[src/rtl/mux_arb_pkg.sv]
// Shared types and helpers for the round-robin mux port arbiter.
// Used by the top-level arbiter and its rotating priority picker.
package mux_arb_pkg;

    localparam int N_REQ = 4;
    localparam int SEL_W = 2;

    typedef enum logic {
        IDLE = 1'b0,
        OWN  = 1'b1
    } state_t;

    // Converts a 2-bit requester index to its one-hot grant vector.
    function automatic logic [N_REQ-1:0] onehot2(input logic [SEL_W-1:0] idx);
        logic [N_REQ-1:0] vec;
        case (idx)
            2'd0:    vec = 4'b0001;
            2'd1:    vec = 4'b0010;
            2'd2:    vec = 4'b0100;
            2'd3:    vec = 4'b1000;
            default: vec = 4'b0000;
        endcase
        return vec;
    endfunction

endpackage

[src/rtl/mux_port_arbiter_rr_pick.sv]
// Rotating-priority picker: finds the first unmasked request after 'last'.
// Purely combinational; it serves both the idle grant and the handover.
module rr_pick
    import mux_arb_pkg::*;
(
    input  logic [N_REQ-1:0] req,
    input  logic [N_REQ-1:0] mask,
    input  logic [SEL_W-1:0] last,
    output logic             valid,
    output logic [SEL_W-1:0] idx
);

    logic [N_REQ-1:0] eff_s;
    logic [SEL_W-1:0] cand_s;

    // Walk candidates from last+1 with wrap; the first hit wins.
    always_comb begin
        eff_s  = req & ~mask;
        valid  = 1'b0;
        idx    = {SEL_W{1'b0}};
        cand_s = {SEL_W{1'b0}};
        for (int i = 0; i < N_REQ; i++) begin
            cand_s = last + SEL_W'(i + 1);
            idx    = (!valid && eff_s[cand_s]) ? cand_s : idx;
            valid  = valid | eff_s[cand_s];
        end
    end

endmodule

[src/rtl/mux_port_arbiter.sv]
// Round-robin owner of the shared 4:1 datapath mux select: one-hot grants,
// hold-until-done handshake, and forced release after MAX_HOLD cycles.
module mux_port_arbiter
    import mux_arb_pkg::*;
#(
    parameter int MAX_HOLD = 16,
    parameter int CNT_W    = 8
) (
    input  logic             clk,
    input  logic             rst_n,
    input  logic [N_REQ-1:0] req,
    input  logic             done,
    output logic [N_REQ-1:0] gnt,
    output logic [SEL_W-1:0] sel,
    output logic             busy,
    output logic             timeout,
    output logic [SEL_W-1:0] timeout_id
);

    localparam logic [CNT_W-1:0] LIMIT   = CNT_W'(MAX_HOLD - 1);
    localparam logic [CNT_W-1:0] CNT_MAX = {CNT_W{1'b1}};

    state_t           state_r, state_n;
    logic [CNT_W-1:0] cnt_r, cnt_n;
    logic [SEL_W-1:0] last_r, last_n;
    logic [N_REQ-1:0] gnt_r, gnt_n;
    logic [SEL_W-1:0] sel_r, sel_n;
    logic             busy_r;
    logic             timeout_r, timeout_n;
    logic [SEL_W-1:0] timeout_id_r, timeout_id_n;

    logic [N_REQ-1:0] pick_mask_s;
    logic [SEL_W-1:0] pick_last_s;
    logic             pick_valid_s;
    logic [SEL_W-1:0] pick_idx_s;
    logic             limit_s;
    logic             release_s;
    logic             timeout_s;

    // While owning, the current owner (sel) is masked so it cannot win again.
    always_comb begin
        if (state_r == OWN) begin
            pick_mask_s = onehot2(sel_r);
            pick_last_s = sel_r;
        end else begin
            pick_mask_s = {N_REQ{1'b0}};
            pick_last_s = last_r;
        end
    end

    rr_pick u_pick (
        .req   (req),
        .mask  (pick_mask_s),
        .last  (pick_last_s),
        .valid (pick_valid_s),
        .idx   (pick_idx_s)
    );

    // Release conditions; timeout only when the limit alone forces release.
    always_comb begin
        limit_s   = (cnt_r == LIMIT);
        release_s = (state_r == OWN) && (done || !req[sel_r] || limit_s);
        timeout_s = release_s && !done && req[sel_r] && limit_s;
    end

    // Next-state, grant and counter logic.
    always_comb begin
        state_n      = state_r;
        cnt_n        = cnt_r;
        last_n       = last_r;
        gnt_n        = gnt_r;
        sel_n        = sel_r;
        timeout_n    = 1'b0;
        timeout_id_n = timeout_id_r;
        case (state_r)
            IDLE: begin
                if (pick_valid_s) begin
                    gnt_n   = onehot2(pick_idx_s);
                    sel_n   = pick_idx_s;
                    cnt_n   = {CNT_W{1'b0}};
                    state_n = OWN;
                end else begin
                    gnt_n = {N_REQ{1'b0}};
                end
            end
            OWN: begin
                if (release_s) begin
                    last_n    = sel_r;
                    timeout_n = timeout_s;
                    if (timeout_s) begin
                        timeout_id_n = sel_r;
                    end else begin
                        timeout_id_n = timeout_id_r;
                    end
                    if (pick_valid_s) begin
                        gnt_n = onehot2(pick_idx_s);
                        sel_n = pick_idx_s;
                        cnt_n = {CNT_W{1'b0}};
                    end else begin
                        gnt_n   = {N_REQ{1'b0}};
                        state_n = IDLE;
                    end
                end else begin
                    cnt_n = (cnt_r == CNT_MAX) ? cnt_r : cnt_r + CNT_W'(1);
                end
            end
            default: begin
                gnt_n   = {N_REQ{1'b0}};
                state_n = IDLE;
            end
        endcase
    end

    // State and output registers; reset drops any grant without a timeout.
    always_ff @(posedge clk) begin
        if (!rst_n) begin
            state_r      <= IDLE;
            cnt_r        <= {CNT_W{1'b0}};
            last_r       <= 2'd3;
            gnt_r        <= {N_REQ{1'b0}};
            sel_r        <= {SEL_W{1'b0}};
            busy_r       <= 1'b0;
            timeout_r    <= 1'b0;
            timeout_id_r <= {SEL_W{1'b0}};
        end else begin
            state_r      <= state_n;
            cnt_r        <= cnt_n;
            last_r       <= last_n;
            gnt_r        <= gnt_n;
            sel_r        <= sel_n;
            busy_r       <= |gnt_n;
            timeout_r    <= timeout_n;
            timeout_id_r <= timeout_id_n;
        end
    end

    assign gnt        = gnt_r;
    assign sel        = sel_r;
    assign busy       = busy_r;
    assign timeout    = timeout_r;
    assign timeout_id = timeout_id_r;

endmodule

[config.mk]
export PLATFORM = sky130hd
export DESIGN_NAME = mux_port_arbiter
export DESIGN_NICKNAME = d
export VERILOG_FILES = /design/src/rtl/mux_arb_pkg.sv /design/src/rtl/mux_port_arbiter_rr_pick.sv /design/src/rtl/mux_port_arbiter.sv
export SDC_FILE = /design/constraint.sdc
export NUM_CORES = 1
export LEC_CHECK = 0
export ABC_AREA = 0
export CORE_ASPECT_RATIO = 1.4
export CORE_MARGIN = 10
export CORE_UTILIZATION = 40
export DETAILED_ROUTE_END_ITERATION = 10
export PLACE_DENSITY = 0.61
export SYNTH_ARGS = -nofsm -noshare
export SYNTH_HDL_FRONTEND = slang
export SYNTH_SLANG_ARGS = --single-unit
[constraint.sdc]
create_clock -name clk -period 2.3 [get_ports clk]
set_input_delay 0.69 -clock clk [delete_from_list [all_inputs] [get_ports clk]]
set_output_delay 0.69 -clock clk [all_outputs]
set_load 0.02 [all_outputs]
* Word-level counts from Yosys, hierarchy flattened
Cells that the tools add are included.
** Operators by class
- Order comparisons :: 5
- Muxes and demuxes :: 31
- Add/sub/neg operators :: 4
- Reduce and logical (&&, ||, !) cells :: 20
- Bitwise operators :: 6
- Equality and inequality tests :: 10
** Operators by type and width (number)
- 4-bit case mux with 4 select lines :: 2
- 8-bit 2-to-1 mux :: 3
- 8-bit case mux with 2 select lines :: 1
- 2-bit by 3-bit < comparator with 1-bit output, second input constant :: 5
- 2-bit 2-to-1 mux :: 7
- 4-bit 2-to-1 mux :: 3
- 1-bit binary-select mux with 2-bit select :: 5
- 8-bit by 1-bit adder with 8-bit output, second input constant :: 1
- 2-bit == test, second input constant :: 4
- 8-bit by 4-bit == test with 1-bit output, second input constant :: 1
- 8-bit == test, second input constant :: 1
- 4-bit case mux with 2 select lines :: 1
- 1-bit logical AND :: 7
- 1-bit 2-to-1 mux :: 7
- 3-bit AND reduction :: 2
- 1-bit zero test :: 5
- 2-bit adder, second input constant :: 2
- 4-bit AND :: 1
- 2-bit by 1-bit == test with 1-bit output, second input constant :: 2
- 2-bit zero test :: 2
- 4-bit inverter :: 1
- 2-bit case mux with 2 select lines :: 1
- 4-bit OR reduction :: 1
- 3-bit inequality test, second input constant :: 1
- other kinds (7) :: 10
** Word-level totals
- Register bits after elaboration :: 21
- Input port bits :: 7
- Output and inout bits :: 10
- Word-level logic and storage cells :: 84

* Longest topological paths before layout
Gate-level depths: netlist of run 1.
- Depth in word-level cells :: 18
- Depth in mapped cells :: 8

* Modules after synthesis
Synthesis of run 1 repeated with hierarchy kept, for this count alone.
** Unflattened totals
- Cell total of the unflattened synthesis :: 155
- Area total of the unflattened synthesis :: 1293.7 sq um
** Modules (own cells, without submodules)
- mux_port_arbiter :: seq. area each 420.4 sq um, cells an instance 138, times used 1, area an instance 1167.4 sq um
- rr_pick :: seq. area each 0.0 sq um, cells an instance 17, times used 1, area an instance 126.4 sq um

* Worst setup path before layout of run 1
OpenSTA, ideal clock, no wires.
- Path kind :: input-to-reg
- From :: input req[1]
- To :: register gnt_r[0] (netlist: gnt[0])
- Library setup time :: 117 ps
- Data required time :: 2183 ps
- Setup slack :: 240 ps
- Data arrival time :: 1943 ps
- Cell stages on the path :: 6
- Buffers on the path :: 0
- Cells stage by stage :: nor2b_1 -> a211o_1 -> a31o_2 -> a21boi_1 -> and3b_1 -> a22o_1
** On the way
- Longest elaborated chain between the ends :: 13
** Ends and longest elaborated chain
- start: declaration :: RTL line mux_port_arbiter.sv:11 : input logic [N_REQ-1:0] req,
- 4-bit AND :: RTL line mux_port_arbiter_rr_pick.sv:18 : eff_s = req & ~mask;
- 1-bit binary-select mux with 2-bit select :: RTL line mux_port_arbiter_rr_pick.sv:24, mux_port_arbiter_rr_pick.sv:25
- 1-bit 2-to-1 mux (not written as such) :: RTL line mux_port_arbiter_rr_pick.sv:24, mux_port_arbiter_rr_pick.sv:25
- 1-bit zero test or 1-bit OR (tied branches) :: RTL line mux_port_arbiter_rr_pick.sv:24, mux_port_arbiter_rr_pick.sv:25
- 1-bit logical AND (tied with other cells) :: RTL line mux_port_arbiter_rr_pick.sv:24 : idx = (!valid && eff_s[cand_s]) ? cand_s : idx;
- 2-bit 2-to-1 mux (tied with other cells) :: RTL line mux_port_arbiter_rr_pick.sv:24
- 2-bit 2-to-1 mux or 1-bit logical AND (tied branches) :: RTL line mux_port_arbiter_rr_pick.sv:24
- 2-bit 2-to-1 mux :: RTL line mux_port_arbiter_rr_pick.sv:24
- 2-bit == test (tied with other cells) :: RTL line mux_arb_pkg.sv:16 : case (idx)
- 4-bit case mux with 4 select lines :: RTL line mux_arb_pkg.sv:16
- 4-bit 2-to-1 mux :: RTL line mux_port_arbiter.sv:77, mux_port_arbiter.sv:95
- 4-bit 2-to-1 mux :: RTL line mux_port_arbiter.sv:87 : if (release_s) begin
- 4-bit case mux with 2 select lines * :: RTL line mux_port_arbiter.sv:75 : case (state_r)
- end signal: assignment :: RTL line mux_port_arbiter.sv:120 : gnt_r <= {N_REQ{1'b0}};
- end signal: assignment :: RTL line mux_port_arbiter.sv:129 : gnt_r <= gnt_n;
- end: declaration :: RTL line mux_port_arbiter.sv:26 : logic [N_REQ-1:0] gnt_r, gnt_n;
Mark *: on every way between the ends. The rest lies on a longest branch, timed or not. The select of a mux whose other input is x is not followed.
A chain may end at the register's enable or synchronous reset.

* Worst setup path after layout of run 1
- From :: input req[3]
- To :: register cnt_r[5]
** On the way
- Longest elaborated chain between the ends :: 9
** Ends and longest elaborated chain
- 4-bit AND :: RTL line mux_port_arbiter_rr_pick.sv:18
- 1-bit binary-select mux with 2-bit select :: RTL line mux_port_arbiter_rr_pick.sv:25 : valid = valid | eff_s[cand_s];
- 1-bit 2-to-1 mux (not written as such) :: RTL line mux_port_arbiter_rr_pick.sv:25
- 1-bit OR (3 in a row) :: RTL line mux_port_arbiter_rr_pick.sv:25
- 8-bit 2-to-1 mux
- 8-bit 2-to-1 mux :: RTL line mux_port_arbiter.sv:87
- 8-bit case mux with 2 select lines :: RTL line mux_port_arbiter.sv:75
- end signal: assignment :: RTL line mux_port_arbiter.sv:118 : cnt_r <= {CNT_W{1'b0}};
- end signal: assignment :: RTL line mux_port_arbiter.sv:127 : cnt_r <= cnt_n;
- end: declaration :: RTL line mux_port_arbiter.sv:24 : logic [CNT_W-1:0] cnt_r, cnt_n;
Parallel ways exist; a longest one is shown, timed or not. The select of a mux whose other input is x is not followed.

==> results of run 1 <==
[metrics by stage]
| step | hold WS, ns | utilization (%) | cells | TNS [ns] |
|---|---|---|---|---|
| finish | 0.498 | 52.9 | 209 | 0 |
| global route | 0.524 | 52.9 | 209 | 0 |
| CTS | 0.495 | 52.6 | 209 | 0 |
| detailed placement | 0.483 | 51.3 | 205 | -6.12 |
| global placement | 0.465 | 51.3 | 205 | -5.67 |
| floorplan | 0.461 | - | 138 | 0 |
[what timing repair did]
item | in CTS | in global routing
setup buffers | 0 | 0
resized for setup | 4 | 3
setup endpoints to repair | 15 | 2
pin swaps | 0 | 0
endpoints found under the hold margin | 0 | 0
[cell type report]
class,count,share of cell area [%]
flip-flops and latches,21,26.0
well taps,39,3.01
clock buffers,3,2.55
clock inverters,1,0.309
inverters,1,0.231
repair buffers,36,18.8
multi-input cells,108,49.1
[registers in the layout (all words and copies together) (netlist names)]
name and flops:
busy 1, cnt_r 8, gnt 4, last_r 2
sel 2, state_r 1, timeout 1, timeout_id 2
[power breakdown]
group          switching (W)  total (W)  internal [W]
Clock               0.000118   0.000238      0.000121
Combinational       0.000187   0.000411      0.000224
Sequential         0.0000474   0.000444      0.000397
[worst max-delay path, stage by stage]
cell	delay (ns)
dlygate4sd2_1	0.31
mux4_2	0.51
o2111a_2	0.22
buf_4	0.16
nor2b_4	0.13
nand2_1	0.08
a21boi_1	0.07
o21a_1	0.19
[worst min path at each step]
stage               startpoint       end  slack, ns  depth (start not counted)
floorplan             cnt_r[1]  cnt_r[1]       0.46                          2
global placement        gnt[1]    gnt[1]       0.47                          2
detailed placement      gnt[1]    gnt[1]       0.48                          2
CTS                     gnt[1]    gnt[1]       0.49                          2
global route            gnt[1]    gnt[1]       0.52                          2
finish                  gnt[1]    gnt[1]       0.50                          2
[placed cells by master (no fill, tap or decap), types with 2 or more instances in the layout]
cell,n
dfxtp_1,20
buf_4,20
nand2_1,12
clkdlybuf4s50_1,12
mux2i_1,10
o21ai_0,10
nor2_1,9
nand3_1,4
nor2b_1,4
a21boi_1,4
a21oi_1,4
dlygate4sd2_1,4
mux4_2,3
and2_1,3
mux2_2,3
nor3b_1,3
a31oi_1,3
clkbuf_8,3
xnor2_1,2
nor3_1,2
or2_2,2
and3_1,2
a22o_1,2
nand2b_1,2
a21boi_0,2
[metal layers]
layer,up-vias,share of wire (%)
li1,570,-
met1,556,40
met2,19,54
met4,0,2.2
met5,-,0
met3,6,4.2
[kinds of logic after synthesis]
logic type | count (synthesis) | share of synthesized area, %
AOI/OAI and AO/OA | 37 | 21.1
xor gates and xnor gates | 3 | 2.09
and+or+nand+nor | 51 | 22.4
muxes | 16 | 16.0
buffers and inverters | 9 | 3.88
DFF | 21 | 33.5
adders and majority gates | 1 | 0.996
==> metrics.yaml, run 1 <==
worst_setup_path:
  ff2ff_path_depth: 7
  endpoint: "cnt_r[5]"
  worstSetupPathType: "in2reg"
  r2r_setup_slack_ns: 0.19
  worstSetupEndpointType: "register"
  cp-start-kind: "input pin"
  required_ns: 2.46
  r2r-start: "state_r"
  r2r-end: "gnt[2]"
  critical_path.startpoint: "req[3]"
  crit_fanout: 11
  cp.arrival_ns: 2.36
global_route:
  grt_use_total_pct: 10.9
  antenna_found_initial: 0
  grt_use_met1_pct: 11.2
  overflow: 0
  met2_usage_pct: 20.0
  grt_first_pass_wirelength_um: 5060
  met3_usage_pct: 2.45
  busiest_layer: "met2"
  grt_pass1_vias: 1118
  grt_max_degree: 13
job:
  maxCapViolCount: 0
floorplanning:
  core_area_um2: 3060
  rows: 24
  fp.dieW_um: 67.4
  io_pins: 17
  initial_utilization_pct: 41.0
  die-area_um2: 5810
  die_h_um: 86.3
yosys:
  ys_warn_count: 0
  ys_seq_area_share_pct: 33.5
  synthFlopType: "dfxtp_1"
  syn_area_um2: 1260
  synth_area_leader_cell: "dfxtp_1"
  yosys.area.top_type_share_pct: 33.5
  syn_nets: 146
  synth_seq_cells: 21
  avgSynthCellArea_um2: 9.10
  synthCells: 138
  synth_common_cells: "dfxtp_1 (21), nand2_1 (12), mux2i_1 (10), o21ai_0 (10), nor2_1 (9)"
  yosysMostFrequentCell: "dfxtp_1"
  ys_top_cells_by_area: "dfxtp_1 (33%), mux2i_1 (8.0%), mux4_2 (5.4%)"
  async_flop_share_pct: 0
  ys_types: 47
  synth_edf_count: 0
sta:
  tightest_slew_ns: 0.449
  grt_setup_unrepaired: "false"
  worst_slack_ns: 0.104
  hold_viol: 0
  finalSetupViolations: 0
  clock.fmax_mhz: 455
  post-route-period-util_pct: 95.5
  clock_skew_ns: 0.00228
  min_period_ns: 2.20
  slew_headroom_pct: 69.8
  slew_viol_final: 0
layout:
  drive_gt1_share_pct: 25.3
  area_growth_pct: 29.1
  nNetsFinal: 179
  seq_area_um2: 422
  final_area_um2: 1620
  diodes: 0
  nFillCells: 309
  multiInputGateArea_um2: 796
routing:
  drt_iter0_drc: 60
  wire_per_inst_um: 14.6
  wirelength_um: 3050
  final_antenna_net_count: 0
  vias: 1151
  viasPerCell: 5.51
  firstDrtPassIters: 4
  route.detailed.drc: 0
place:
  place_congestion: 0.815
  pre_cts_ws_ns: -0.428
  numPortBuffers: 16
  dpl_cell_area_um2: 1570
  hpwlAfterDp_um: 2430
pwr:
  p_per_area_nw_per_um2: 674
  totalPowerFinal_w: 0.00109
  p_leak_nw: 0.626
  max-vdd-ir-drop_v: 0.000361
clock_network:
  hold_buffers: 0
  cts_tree: "built"
  path_clk_slew_ns: 0.08
  clockRootBuffer: "clkbuf_8"
  clk_latency_ns: 0.26
  cts_max_path_buffers: 2
  cts.sink_count: 21
  numCtsBuffers: 3
  htree_levels: 1
outcome:
  status: "completed"
hold_path:
  hold_path_class: "reg2reg"
Power figures use the tool's default switching activity.
==> run 2: changes to the inputs <==
SKIP_LAST_GASP = 1   (was unset)
==> run 2 against run 1 <==
  * Sequential power about the same
  * Sequential cell count unchanged
  * Hold slack got worse by 0.011 ns
  * Sequential share of layout area increased by 0.081 points
  * Largest cell class unchanged
  * Wire length about the same
==> metrics.yaml, run 2 (synthesis gave the netlist of run 1 again) <==
sta:
  slew_headroom_pct: 69.8  # about the same
  slew_viol_final: 0  # unchanged
  holdWs_ns: 0.487  # -0.0113 ns
  hold_viol: 0  # unchanged
  setup_tns_ns: 0  # unchanged
  clock.fmax_mhz: 455  # about the same
  grt_setup_unrepaired: "true"
  post-route-period-util_pct: 95.6  # about the same
  tightest_slew_ns: 0.449  # -0.0000103 ns
  clock_skew_ns: 0.00215  # -0.000131 ns
  finalSetupViolations: 0  # unchanged
  min_period_ns: 2.20  # +0.00147 ns
worst_setup_path:
  r2r-start: "state_r"
  cp-start-kind: "input pin"
  path_cells: "dlygate4sd2_1, mux4_2, mux2_2, a21oi_2, a211oi_2, buf_4, o31ai_1"
  critPathMaxStageDelay_ns: 0.48  # -0.03 ns
  critPathSlowestCell: "mux4_2"
  crit_fanout: 7  # -4
  cp.arrival_ns: 2.37  # about the same
  worstSetupPathType: "in2reg"
  r2r-end: "gnt[2]"
  path_buf_inv: 2  # unchanged
  ff2ff_path_depth: 7  # unchanged
  r2r_setup_slack_ns: 0.20  # about the same
  required_ns: 2.47  # about the same
  worstSetupEndpointType: "register"
  crit_family: "multiplexers"
routing:
  wire_per_inst_um: 14.6  # about the same
  drt_iter0_drc: 69  # +15%
  route.detailed.drc: 0  # unchanged
  vias: 1145  # -0.52%
  viasPerCell: 5.48  # -0.52%
  final_antenna_net_count: 0  # unchanged
  firstDrtPassIters: 4  # unchanged
  wirelength_um: 3050  # about the same
layout:
  nNetsFinal: 179  # unchanged
  final_cell_mix: "dfxtp_1 (20), buf_4 (20), nand2_1 (12), clkdlybuf4s50_1 (12)"
  largest-register: "cnt_r"
  nFillCells: 311  # +0.65%
  diodes: 0  # unchanged
  largest_reg_flops: 8  # unchanged
  drive_gt1_share_pct: 24.7  # -0.59 points
  area_growth_pct: 28.7
place:
  hpwlAfterDp_um: 2430  # unchanged
  place_congestion: 0.815  # unchanged
  numPortBuffers: 16  # unchanged
hold_path:
  worstHoldEndpoint: "gnt[1]"
  hold_path_class: "reg2reg"
  hold_start: "gnt[1]"
  min_path_cells: 2  # unchanged
global_route:
  overflow: 0  # unchanged
  grt_max_degree: 13  # unchanged
  antenna_found_initial: 0  # unchanged
  grt_pass1_vias: 1118  # unchanged
  grt_first_pass_wirelength_um: 5060  # unchanged
  grt_use_total_pct: 10.9  # unchanged
job:
  maxCapViolCount: 0  # unchanged
clock_network:
  htree_levels: 1  # unchanged
  cts_max_path_buffers: 2  # unchanged
  clockRootBuffer: "clkbuf_8"
  cts.sink_count: 21  # unchanged
  cts_tree: "built"
  clk_latency_ns: 0.26  # about the same
  cts_setup_buffers: 0  # unchanged
  path_clk_slew_ns: 0.07  # about the same
  numCtsBuffers: 3  # unchanged
  hold_buffers: 0  # unchanged
floorplanning:
  rows: 24  # unchanged
  die_h_um: 86.3  # unchanged
  die-area_um2: 5810  # unchanged
  io_pins: 17  # unchanged
  initial_utilization_pct: 41.0  # unchanged
  fp.dieW_um: 67.4  # unchanged
  core_area_um2: 3060  # unchanged
pwr:
  p_leak_nw: 0.624  # -0.35%
  max-vdd-ir-drop_v: 0.000361  # about the same
  p_per_area_nw_per_um2: 674  # about the same
outcome:
  status: "completed"
==> run 2: where the power goes <==
part	leakage, nW	internal [W]	switching [W]	total [W]
combinational	0.427	0.000223	0.000185	0.000407
sequential	0.172	0.000397	0.0000474	0.000444
clock	0.0255	0.000121	0.000117	0.000238
total	0.624	0.000740	0.000349	0.00109
==> run 2: worst max path at each step <==
stage,startpoint,end,slack [ns],cells after the start
2_1_floorplan,req[1],gnt[0],0.24,6
3_3_place_gp,req[1],gnt[1],-0.38,7
3_5_place_dp,req[1],gnt[1],-0.43,7
4_1_cts,sel[0],sel[0],0.04,1
5_1_grt,req[1],gnt[1],-0.006,7
6_report,req[1],gnt[1],0.10,7
==> run 2: area by class of cell <==
class | instances | area (µm²) | area share (%)
well taps | 39 | 48.8 | 3.02
multi-input cells | 108 | 791 | 48.9
repair buffers | 36 | 305 | 18.9
clock buffers | 3 | 41.3 | 2.55
flip-flops and latches | 21 | 422 | 26.1
clock inverters | 1 | 5.00 | 0.310
inverters | 1 | 3.75 | 0.232
==> run 2: worst min-delay path, delay by kind of cell, from the launching register on <==
family | cells | cell delay (ns)
compound gates | 1 | 0.06
simple gates | 1 | 0.06
flops | 1 | 0.33
==> run 2: stage by stage <==
step / worst slack (ns) / area (µm²) / instances / power (W) / utilization [%]
global placement: -0.377 / 1570 / 205 / 0.000852 / 51.3
detailed placement: -0.428 / 1570 / 205 / 0.000861 / 51.3
global route: -0.00568 / 1620 / 209 / 0.00116 / 52.8
finish: 0.102 / 1620 / 209 / 0.00109 / 52.8
CTS: 0.0401 / 1610 / 209 / 0.00110 / 52.6
floorplan: 0.240 / 1260 / 138 / 0.000691 / -
==> run 2: what timing repair did <==
item | CTS | global route
resized for setup | 4 | 2
pin swaps | 0 | 0
endpoints found under the setup margin | 15 | 2
==> run 2: layer usage <==
layer / up-vias / share of wire (%) / global-route usage, %
met2: 15 / 54 / 20.0
met5: - / 0 / 0
li1: 569 / - / -
met3: 6 / 4.0 / 2.45
met4: 0 / 2.2 / 4.87
met1: 555 / 40 / 11.2
